$ cat src/rtl/smart_thermostat_if.sv
// Signal bundle between the temperature front end and the thermostat core.
// The master drives the temperatures and reads back the relay enables.
interface smart_thermostat_if #(
  parameter int WIDTH = 8
);
  logic [WIDTH-1:0] current_temp;
  logic [WIDTH-1:0] set_temp;
  logic [WIDTH-1:0] margin;
  logic             heating;
  logic             cooling;

  modport master (
    output current_temp, set_temp, margin,
    input  heating, cooling
  );

  modport slave (
    input  current_temp, set_temp, margin,
    output heating, cooling
  );
endinterface

$ cat src/rtl/smart_thermostat.sv
// Hysteresis HVAC controller: compares the room temperature against a setpoint +/- margin band
// and drives mutually exclusive heater/cooler enables, with a guaranteed idle gap between modes.
module smart_thermostat #(
  parameter int WIDTH    = 8,
  parameter int MIN_IDLE = 1
) (
  input  logic          clk,
  input  logic          reset,
  smart_thermostat_if.slave thermo
);

  localparam int CNT_W = $clog2(MIN_IDLE + 1);

  typedef enum logic [1:0] {
    IDLE,
    HEAT,
    COOL
  } state_t;

  state_t           state, state_next;
  logic [CNT_W-1:0] idle_cnt, idle_cnt_next;
  logic             fresh, fresh_next;

  logic [WIDTH:0]   sum_wide;
  logic [WIDTH-1:0] low, high;
  logic             heat_req, cool_req, idle_done;

  // Thresholds clamp instead of wrapping so extreme setpoints still behave sensibly.
  assign sum_wide = {1'b0, thermo.set_temp} + {1'b0, thermo.margin};
  assign high     = sum_wide[WIDTH] ? {WIDTH{1'b1}} : sum_wide[WIDTH-1:0];
  assign low      = (thermo.margin > thermo.set_temp) ? '0 : (thermo.set_temp - thermo.margin);

  assign heat_req  = (thermo.current_temp <= low)  && (thermo.current_temp < thermo.set_temp);
  assign cool_req  = (thermo.current_temp >= high) && (thermo.current_temp > thermo.set_temp);
  // fresh marks "no mode has run since reset", so the first activation needs no idle wait.
  assign idle_done = fresh || (idle_cnt >= CNT_W'(MIN_IDLE));

  always_ff @(posedge clk) begin
    if (!reset) begin
      state    <= IDLE;
      idle_cnt <= '0;
      fresh    <= 1'b1;
    end else begin
      state    <= state_next;
      idle_cnt <= idle_cnt_next;
      fresh    <= fresh_next;
    end
  end

  always_comb begin
    state_next    = state;
    idle_cnt_next = idle_cnt;
    fresh_next    = fresh;
    case (state)
      IDLE: begin
        if (heat_req && idle_done) begin
          state_next = HEAT;
          fresh_next = 1'b0;
        end else if (cool_req && idle_done) begin
          state_next = COOL;
          fresh_next = 1'b0;
        end else if (idle_cnt < CNT_W'(MIN_IDLE)) begin
          idle_cnt_next = idle_cnt + CNT_W'(1);
        end
      end
      HEAT: begin
        if (thermo.current_temp >= thermo.set_temp) begin
          state_next    = IDLE;
          idle_cnt_next = '0;
        end
      end
      COOL: begin
        if (thermo.current_temp <= thermo.set_temp) begin
          state_next    = IDLE;
          idle_cnt_next = '0;
        end
      end
      default: begin
        state_next    = IDLE;
        idle_cnt_next = '0;
      end
    endcase
  end

  assign thermo.heating = (state == HEAT);
  assign thermo.cooling = (state == COOL);

endmodule

$ cat src/flat_wrapper.sv
// flat-port wrapper written by rule: the top's interface ports become plain ports
module smart_thermostat_flat 
#(
  parameter int WIDTH    = 8,
  parameter int MIN_IDLE = 1
)
  (clk, reset, thermo_current_temp, thermo_set_temp, thermo_margin, thermo_heating, thermo_cooling);
  smart_thermostat_if #(.WIDTH(WIDTH)) thermo_i ();
  input  logic clk;
  input  logic reset;
  input wire logic [$bits(thermo_i.current_temp)-1:0] thermo_current_temp;
  input wire logic [$bits(thermo_i.set_temp)-1:0] thermo_set_temp;
  input wire logic [$bits(thermo_i.margin)-1:0] thermo_margin;
  output wire logic [$bits(thermo_i.heating)-1:0] thermo_heating;
  output wire logic [$bits(thermo_i.cooling)-1:0] thermo_cooling;
  assign thermo_i.current_temp = thermo_current_temp;
  assign thermo_i.set_temp = thermo_set_temp;
  assign thermo_i.margin = thermo_margin;
  assign thermo_heating = thermo_i.heating;
  assign thermo_cooling = thermo_i.cooling;
  smart_thermostat #(.WIDTH(WIDTH), .MIN_IDLE(MIN_IDLE)) u_core (.clk(clk), .reset(reset), .thermo(thermo_i));
endmodule
$ cat config.mk
export PLATFORM = sky130hd
export DESIGN_NAME = smart_thermostat_flat
export DESIGN_NICKNAME = d
export VERILOG_FILES = /design/src/rtl/smart_thermostat_if.sv /design/src/rtl/smart_thermostat.sv /design/src/flat_wrapper.sv
export SDC_FILE = /design/constraint.sdc
export NUM_CORES = 1
export LEC_CHECK = 0
export ABC_AREA = 1
export CORE_MARGIN = 4
export CORE_UTILIZATION = 39
export CTS_CLUSTER_DIAMETER = 100
export DETAILED_ROUTE_END_ITERATION = 6
export PLACE_DENSITY = 0.61
export SLEW_MARGIN = 25
export SYNTH_ARGS = -nofsm -noshare
export SYNTH_HDL_FRONTEND = slang
export SYNTH_SLANG_ARGS = --single-unit
$ cat constraint.sdc
create_clock -name clk -period 3.3 [get_ports clk]
set_input_delay 0.495 -clock clk [delete_from_list [all_inputs] [get_ports clk]]
set_output_delay 0.495 -clock clk [all_outputs]
set_load 0.03 [all_outputs]
# [After elaboration in Yosys (flattened, before gate mapping)]
# Index checks and enable logic that the tools add are counted.
[classes] add_sub_neg=3 n_lt_le_gt_ge=9 n_eq_ne=8 n_mux=15 reduce_logical=10
[ops] operator="8-bit >= comparator" count=2
[ops] operator="8-bit > comparator" count=2
[ops] operator="8-bit less-or-equal comparator" count=2
[ops] operator="8-bit 2-to-1 mux" count=2
[ops] operator="8-bit by 8-bit adder with 9-bit output" count=1
[ops] operator="8-bit less-than comparator" count=1
[ops] operator="2-bit 2-to-1 mux" count=4
[ops] operator="8-bit subtractor" count=1
[ops] operator="1-bit 2-to-1 mux" count=7
[ops] operator="2-bit by 1-bit inequality test with 1-bit output (second input constant)" count=3
[ops] operator="2-bit case mux with 3 select lines" count=1
[ops] operator="5-bit AND reduction" count=1
[ops] operator="1-bit logical AND" count=4
[ops] operator="2-bit inequality test (second input constant)" count=2
[ops] operator="3-bit by 1-bit inequality test with 1-bit output (second input constant)" count=1
[ops] operator="1-bit case mux with 3 select lines" count=1
[ops] operator="3-bit AND reduction" count=1
[ops] operator="2-bit by 1-bit equality test with 1-bit output (second input constant)" count=1
[ops] operator="2-bit equality test (second input constant)" count=1
[ops] operator="2-bit logical NOT" count=1
[ops] operator="2-bit AND reduction" count=1
[ops] operator="2-bit nonzero test" count=1
[ops] operator="1-bit adder (second input constant)" count=1
[ops] operator="1-bit >= comparator (second input constant)" count=1
[ops] operator="2 further kinds" count=2
[word_totals] reg_bits=4 word_cells=48

# [Depth between registers and ports, before layout]
[logic_depth] ltp_word=8 depth_mapped=21 ltp_nobuf=21

# [Worst setup path before layout]
# No wires, ideal clock.
[synth_timing] kind="in2reg" from="in thermo_set_temp[0]" to="reg u_core.state[0]" setup_ns=0.115 arrival_time_ns=2.594 path_slack_ns=0.590 path_stages=20 n_path_buf=0 cell_sequence="inv_1 -> ha_1 -> fa_1 -> inv_1 -> a21oi_2 -> o21ai_2 -> nand4_1 -> nand2_1 -> nand3_1 -> ha_1 -> nand2_1 -> inv_1 -> o21ai_0 -> nand2_1 -> nand2_1 -> nand2_1 -> nand2_1 -> nand3_1 -> nand2_1 -> and3_1"
[synth_between] elab_chain_len=7 word_cells_on_any_way=21
[synth_rtl] element="from (decl)" line_no="flat_wrapper.sv:12" text="input wire logic [$bits(thermo_i.set_temp)-1:0] thermo_set_temp;"
[synth_rtl] element="8-bit by 8-bit adder with 9-bit output, or another cell as far along" line_no="smart_thermostat.sv:29" text="assign sum_wide = {1'b0, thermo.set_temp} + {1'b0, thermo.margin};"
[synth_rtl] element="8-bit 2-to-1 mux, on equally long branches" line_no="smart_thermostat.sv:30, smart_thermostat.sv:31"
[synth_rtl] element="8-bit >= comparator / 8-bit less-or-equal comparator (equally long branches)" line_no="smart_thermostat.sv:34, smart_thermostat.sv:33"
[synth_rtl] element="1-bit logical AND, on equally long branches" line_no="smart_thermostat.sv:34, smart_thermostat.sv:33"
[synth_rtl] element="1-bit logical AND, on equally long branches" line_no="smart_thermostat.sv:59, smart_thermostat.sv:56"
[synth_rtl] element="3-bit by 1-bit inequality test with 1-bit output (no source line) / 2-bit 2-to-1 mux (equally long branches)"
[synth_rtl] element="3-bit AND reduction (no source line) / 2-bit case mux with 3 select lines (equally long branches)"
[synth_rtl] element="to (signal assigned)" line_no="smart_thermostat.sv:44" text="state <= state_next;"
[synth_rtl] element="to (decl)" line_no="smart_thermostat.sv:20" text="state_t state, state_next;"
# Parallel ways exist; a longest one is shown, timed or not.
# A chain may end at the register's enable or synchronous reset.

# [Final worst setup path]
[layout_timing] from="in thermo_margin[0]" to="reg u_core.idle_cnt"
[layout_between] elab_chain_len=7 word_cells_on_any_way=14
[layout_rtl] element="from (decl)" line_no="flat_wrapper.sv:13" text="input wire logic [$bits(thermo_i.margin)-1:0] thermo_margin;"
[layout_rtl] element="8-bit subtractor, or another cell as far along" line_no="smart_thermostat.sv:31" text="assign low = (thermo.margin > thermo.set_temp) ? '0 : (thermo.set_temp - thermo.margin);"
[layout_rtl] element="8-bit 2-to-1 mux, on equally long branches" line_no="smart_thermostat.sv:31, smart_thermostat.sv:30"
[layout_rtl] element="8-bit less-or-equal comparator / 8-bit >= comparator (equally long branches)" line_no="smart_thermostat.sv:33, smart_thermostat.sv:34"
[layout_rtl] element="1-bit logical AND, on equally long branches" line_no="smart_thermostat.sv:33, smart_thermostat.sv:34"
[layout_rtl] element="1-bit logical AND, on equally long branches" line_no="smart_thermostat.sv:56, smart_thermostat.sv:59"
[layout_rtl] element="2-bit inequality test (no source line)"
[layout_rtl] element="5-bit AND reduction (no source line) *"
[layout_rtl] element="to (signal assigned)" line_no="smart_thermostat.sv:45" text="idle_cnt <= idle_cnt_next;"
[layout_rtl] element="to (decl)" line_no="smart_thermostat.sv:21" text="logic [CNT_W-1:0] idle_cnt, idle_cnt_next;"
# Mark *: on every way between the ends. The rest lies on a longest branch, timed or not.

==> impl_metrics.csv <==
group,metric,value,unit
clocking,cts.sinks,4,
min_path,holdPathStages,2,
job,drv_cap,0,
final_layout,fin_nets,352,
logic_synthesis,synth_common_cells,"nand2_1, ha_1, inv_1",
die,ios,28,
logic_synthesis,syn_area,1556,um2
die,rows,22,
sta,max_freq,0.3236,GHz
min_path,hp-class,"register to register",
logic_synthesis,post-synth-top-area-fraction,32.15,%
global_route,antenna_found_initial,0,
sta,slew_viol_final,0,
routing,ant_nets,0,
power_and_ir_drop,powerDensity,263.8,nW/um2
routing,drc,0,
setup_path,r2r_slack,2190,ps
final_layout,antenna_cells,0,
sta,tightest_slew,340.7,ps
min_path,hold_start,"u_core.idle_cnt$_SDFFE_PN0P_",
sta,fin_crit_sh,93.65,%
logic_synthesis,avgSynthCellArea,6.513,um2
die,die_x,71.18,um
setup_path,crit_path_end_kind,"register",
setup_path,r2r_start,"u_core.state[1]$_SDFFE_PN0P_",
setup_path,start_kind,"input port",
clocking,cts_tree,"done",
clocking,clkTransAtPathRegs,30,ps
logic_synthesis,ys_seq_area_share,5.145,%
global_route,grt_max_degree,8,
sta,skew,0.1117,ps
power_and_ir_drop,vdd.ir_drop.worst,0.0001039,V
sta,fin_crit,3090,ps
die,fp.coreArea,3771,um2
global_route,grt_pass1_vias,1496,
clocking,post_cts_buffers,0,
global_route,globalRouteOverflowTotal,0,
final_layout,drive_gt1_share,18.44,%
routing,num_vias,1593,
sta,hold_viol,0,
sta,rsz0062_at_grt,"no",
clocking,htreeDepth,1,
setup_path,crit_path_max_fanout,7,
final_layout,finalNonFillerCells,330,
power_and_ir_drop,clockPowerShare,18.5,%
power_and_ir_drop,p_leak,1.128,nW
logic_synthesis,synthCells,239,
clocking,ctsHoldBuffers,0,
clocking,clock_latency,210,ps
clocking,root_buffer,"clkbuf_8",
logic_synthesis,synth.area.top_cells,"ha_1, nand2_1, inv_1",
place,port_buffers,27,
logic_synthesis,synth_top_area_cell,"ha_1",
logic_synthesis,muxShareOfSynthArea,0,%
power_and_ir_drop,switchingPower,0.2349,mW
die,die-area,5066,um2
logic_synthesis,synth_seq_cells,4,
clocking,clockBufferDepth,2,
routing,drt_wl_total,3621,um
logic_synthesis,synth_edf_count,0,
power_and_ir_drop,swShare,43.25,%
setup_path,crit_required,3400,ps
global_route,grt_pass1_wl,6182,um
setup_path,rr_worst_depth,8,
setup_path,path_class,"input port to register",
setup_path,r2r-end,"u_core.idle_cnt$_SDFFE_PN0P_",
place,routabilityCongestion,0.8560,
logic_synthesis,ys.warnings.count,0,
logic_synthesis,yosysMostFrequentCell,"nand2_1",
logic_synthesis,synth_cell_type_count,31,
routing,avgViaCountPerCell,4.827,
power_and_ir_drop,p_comb_share,68.9,%
logic_synthesis,synth_compound_area_share,16.48,%
final_layout,area_growth,32.32,%
global_route,grtUsageTotal,14.65,%
logic_synthesis,async_flop_share,0,%
logic_synthesis,synth_top_family_by_area,"adder cells",
place,dp.cells,327,
logic_synthesis,synth_nets,307,
logic_synthesis,yosys.area_share.simple,29.82,%
setup_path,cp.arrival,3190,ps
die,die_h,71.18,um
power_and_ir_drop,seq_power_share,12.5,%
routing,drt_pass1_iterations,4,
sta,setup_viol,0,
outcome,status,"completed",
sta,fin_hold_ws,444.0,ps
place,hpwl,3246,um
power_and_ir_drop,intPower,0.3083,mW
logic_synthesis,synth_fa_ha_area_share,34.73,%
sta,relSlewSlack,77.29,%
die,start_util,41.27,%
clocking,cts_buffers,3,
power_and_ir_drop,power,0.5432,mW
logic_synthesis,synth-xor-area-share,2.251,%
routing,drt_iter0_drc,53,
logic_synthesis,ys.flop_type,"dfxtp_1",
min_path,worst_hold_path.endpoint,"u_core.idle_cnt$_SDFFE_PN0P_",
routing,wire_per_inst,10.97,um
[area by class of cell]
type,count,area (um2)
Inverter,46,175.2
Clock buffer,3,41.29
Sequential cell,4,80.08
Timing Repair Buffer,41,382.9
Multi-Input combinational cell,188,1320
Fill cell,382,1712
Tap cell,48,60.06
[stage by stage]
stage	cell area (um2)	utilization, %	TNS [ps]	setup slack [ps]
floorplan	1556	-	0	590.1
global placement	1987	52.69	-705.6	-243.8
detailed placement	1987	52.69	-869.5	-272.5
CTS	2031	53.85	0	11.74
global route	2059	54.61	0	12.13
finish	2059	54.61	0	209.6
[placed cells by master, fill, tap and decap left out, types with 4 or more instances in the layout]
master,synthesis,final
nand2_1,51,50
nand3_1,15,14
o21ai_0,5,5
ha_1,40,37
inv_2,5,6
nor2_1,17,17
xor2_1,4,4
a21oi_1,14,13
dfxtp_1,4,4
inv_1,40,39
a21oi_2,4,5
nand4_1,6,6
nand2_2,3,4
clkdlybuf4s50_1,0,24
nor2_2,7,7
buf_4,0,14
[registers in the layout, summed over array words and instances, names as in the netlist]
| name | count |
|---|---|
| u_core.fresh | 1 |
| u_core.state | 2 |
| u_core.idle_cnt | 1 |
[worst max path at each step]
stage / start / to / slack [ps] / depth (start not counted)
2_1_floorplan: thermo_set_temp[0] / u_core.state[0]$_SDFFE_PN0P_ / 590 / 20
3_3_place_gp: thermo_set_temp[0] / u_core.state[0]$_SDFFE_PN0P_ / -240 / 21
3_5_place_dp: thermo_set_temp[0] / u_core.state[0]$_SDFFE_PN0P_ / -270 / 21
4_1_cts: thermo_set_temp[0] / u_core.idle_cnt$_SDFFE_PN0P_ / 10 / 21
5_1_grt: thermo_margin[0] / u_core.state[0]$_SDFFE_PN0P_ / 10 / 20
6_report: thermo_margin[0] / u_core.idle_cnt$_SDFFE_PN0P_ / 210 / 20
[metal layers]
layer | up-vias | part of all wire (%) | global-route usage (%)
met5 | - | 0 | 0
met4 | 0 | 0.61 | 3.758
met3 | 2 | 4.7 | 1.420
met2 | 32 | 46 | 25.00
met1 | 686 | 49 | 19.58
li1 | 873 | - | -
[cell families (layout without fill, tap and decap cells)]
family,Yosys count,in the layout
AOI/OAI and AO/OA,38,38
xor gates and xnor gates,4,4
adders and majority gates,42,42
buffers and inverters,47,90
DFF,4,4
and+or+nand+nor,104,104
[power groups by stage]
stage / combinational (mW) / clock [mW] / sequential (mW)
floorplan: 0.251 / 0 / 0.0661
detailed placement: 0.369 / 0 / 0.0682
finish: 0.375 / 0.101 / 0.0681
global placement: 0.366 / 0 / 0.0683
global route: 0.430 / 0.109 / 0.0697
CTS: 0.372 / 0.104 / 0.0679
[timing repair]
action	4_1_cts	5_1_grt
pin swaps	0	4
endpoints found under the setup margin	3	4
gates resized for setup	1	11
[critical path: stages]
cell	delay, ps
clkdlybuf4s50_1	440
ha_2	210
fa_2	350
inv_2	70
a21oi_2	50
o21ai_2	180
nand4_1	160
nand2_2	170
nand2_1	90
ha_1	290
inv_1	60
nor2_1	30
o21ai_0	130
nand2_1	70
nand2_1	60
nand2_1	40
nand2_1	60
nand3_2	80
nand3_1	90
a21oi_1	60
(Power assumes the default switching activity.)
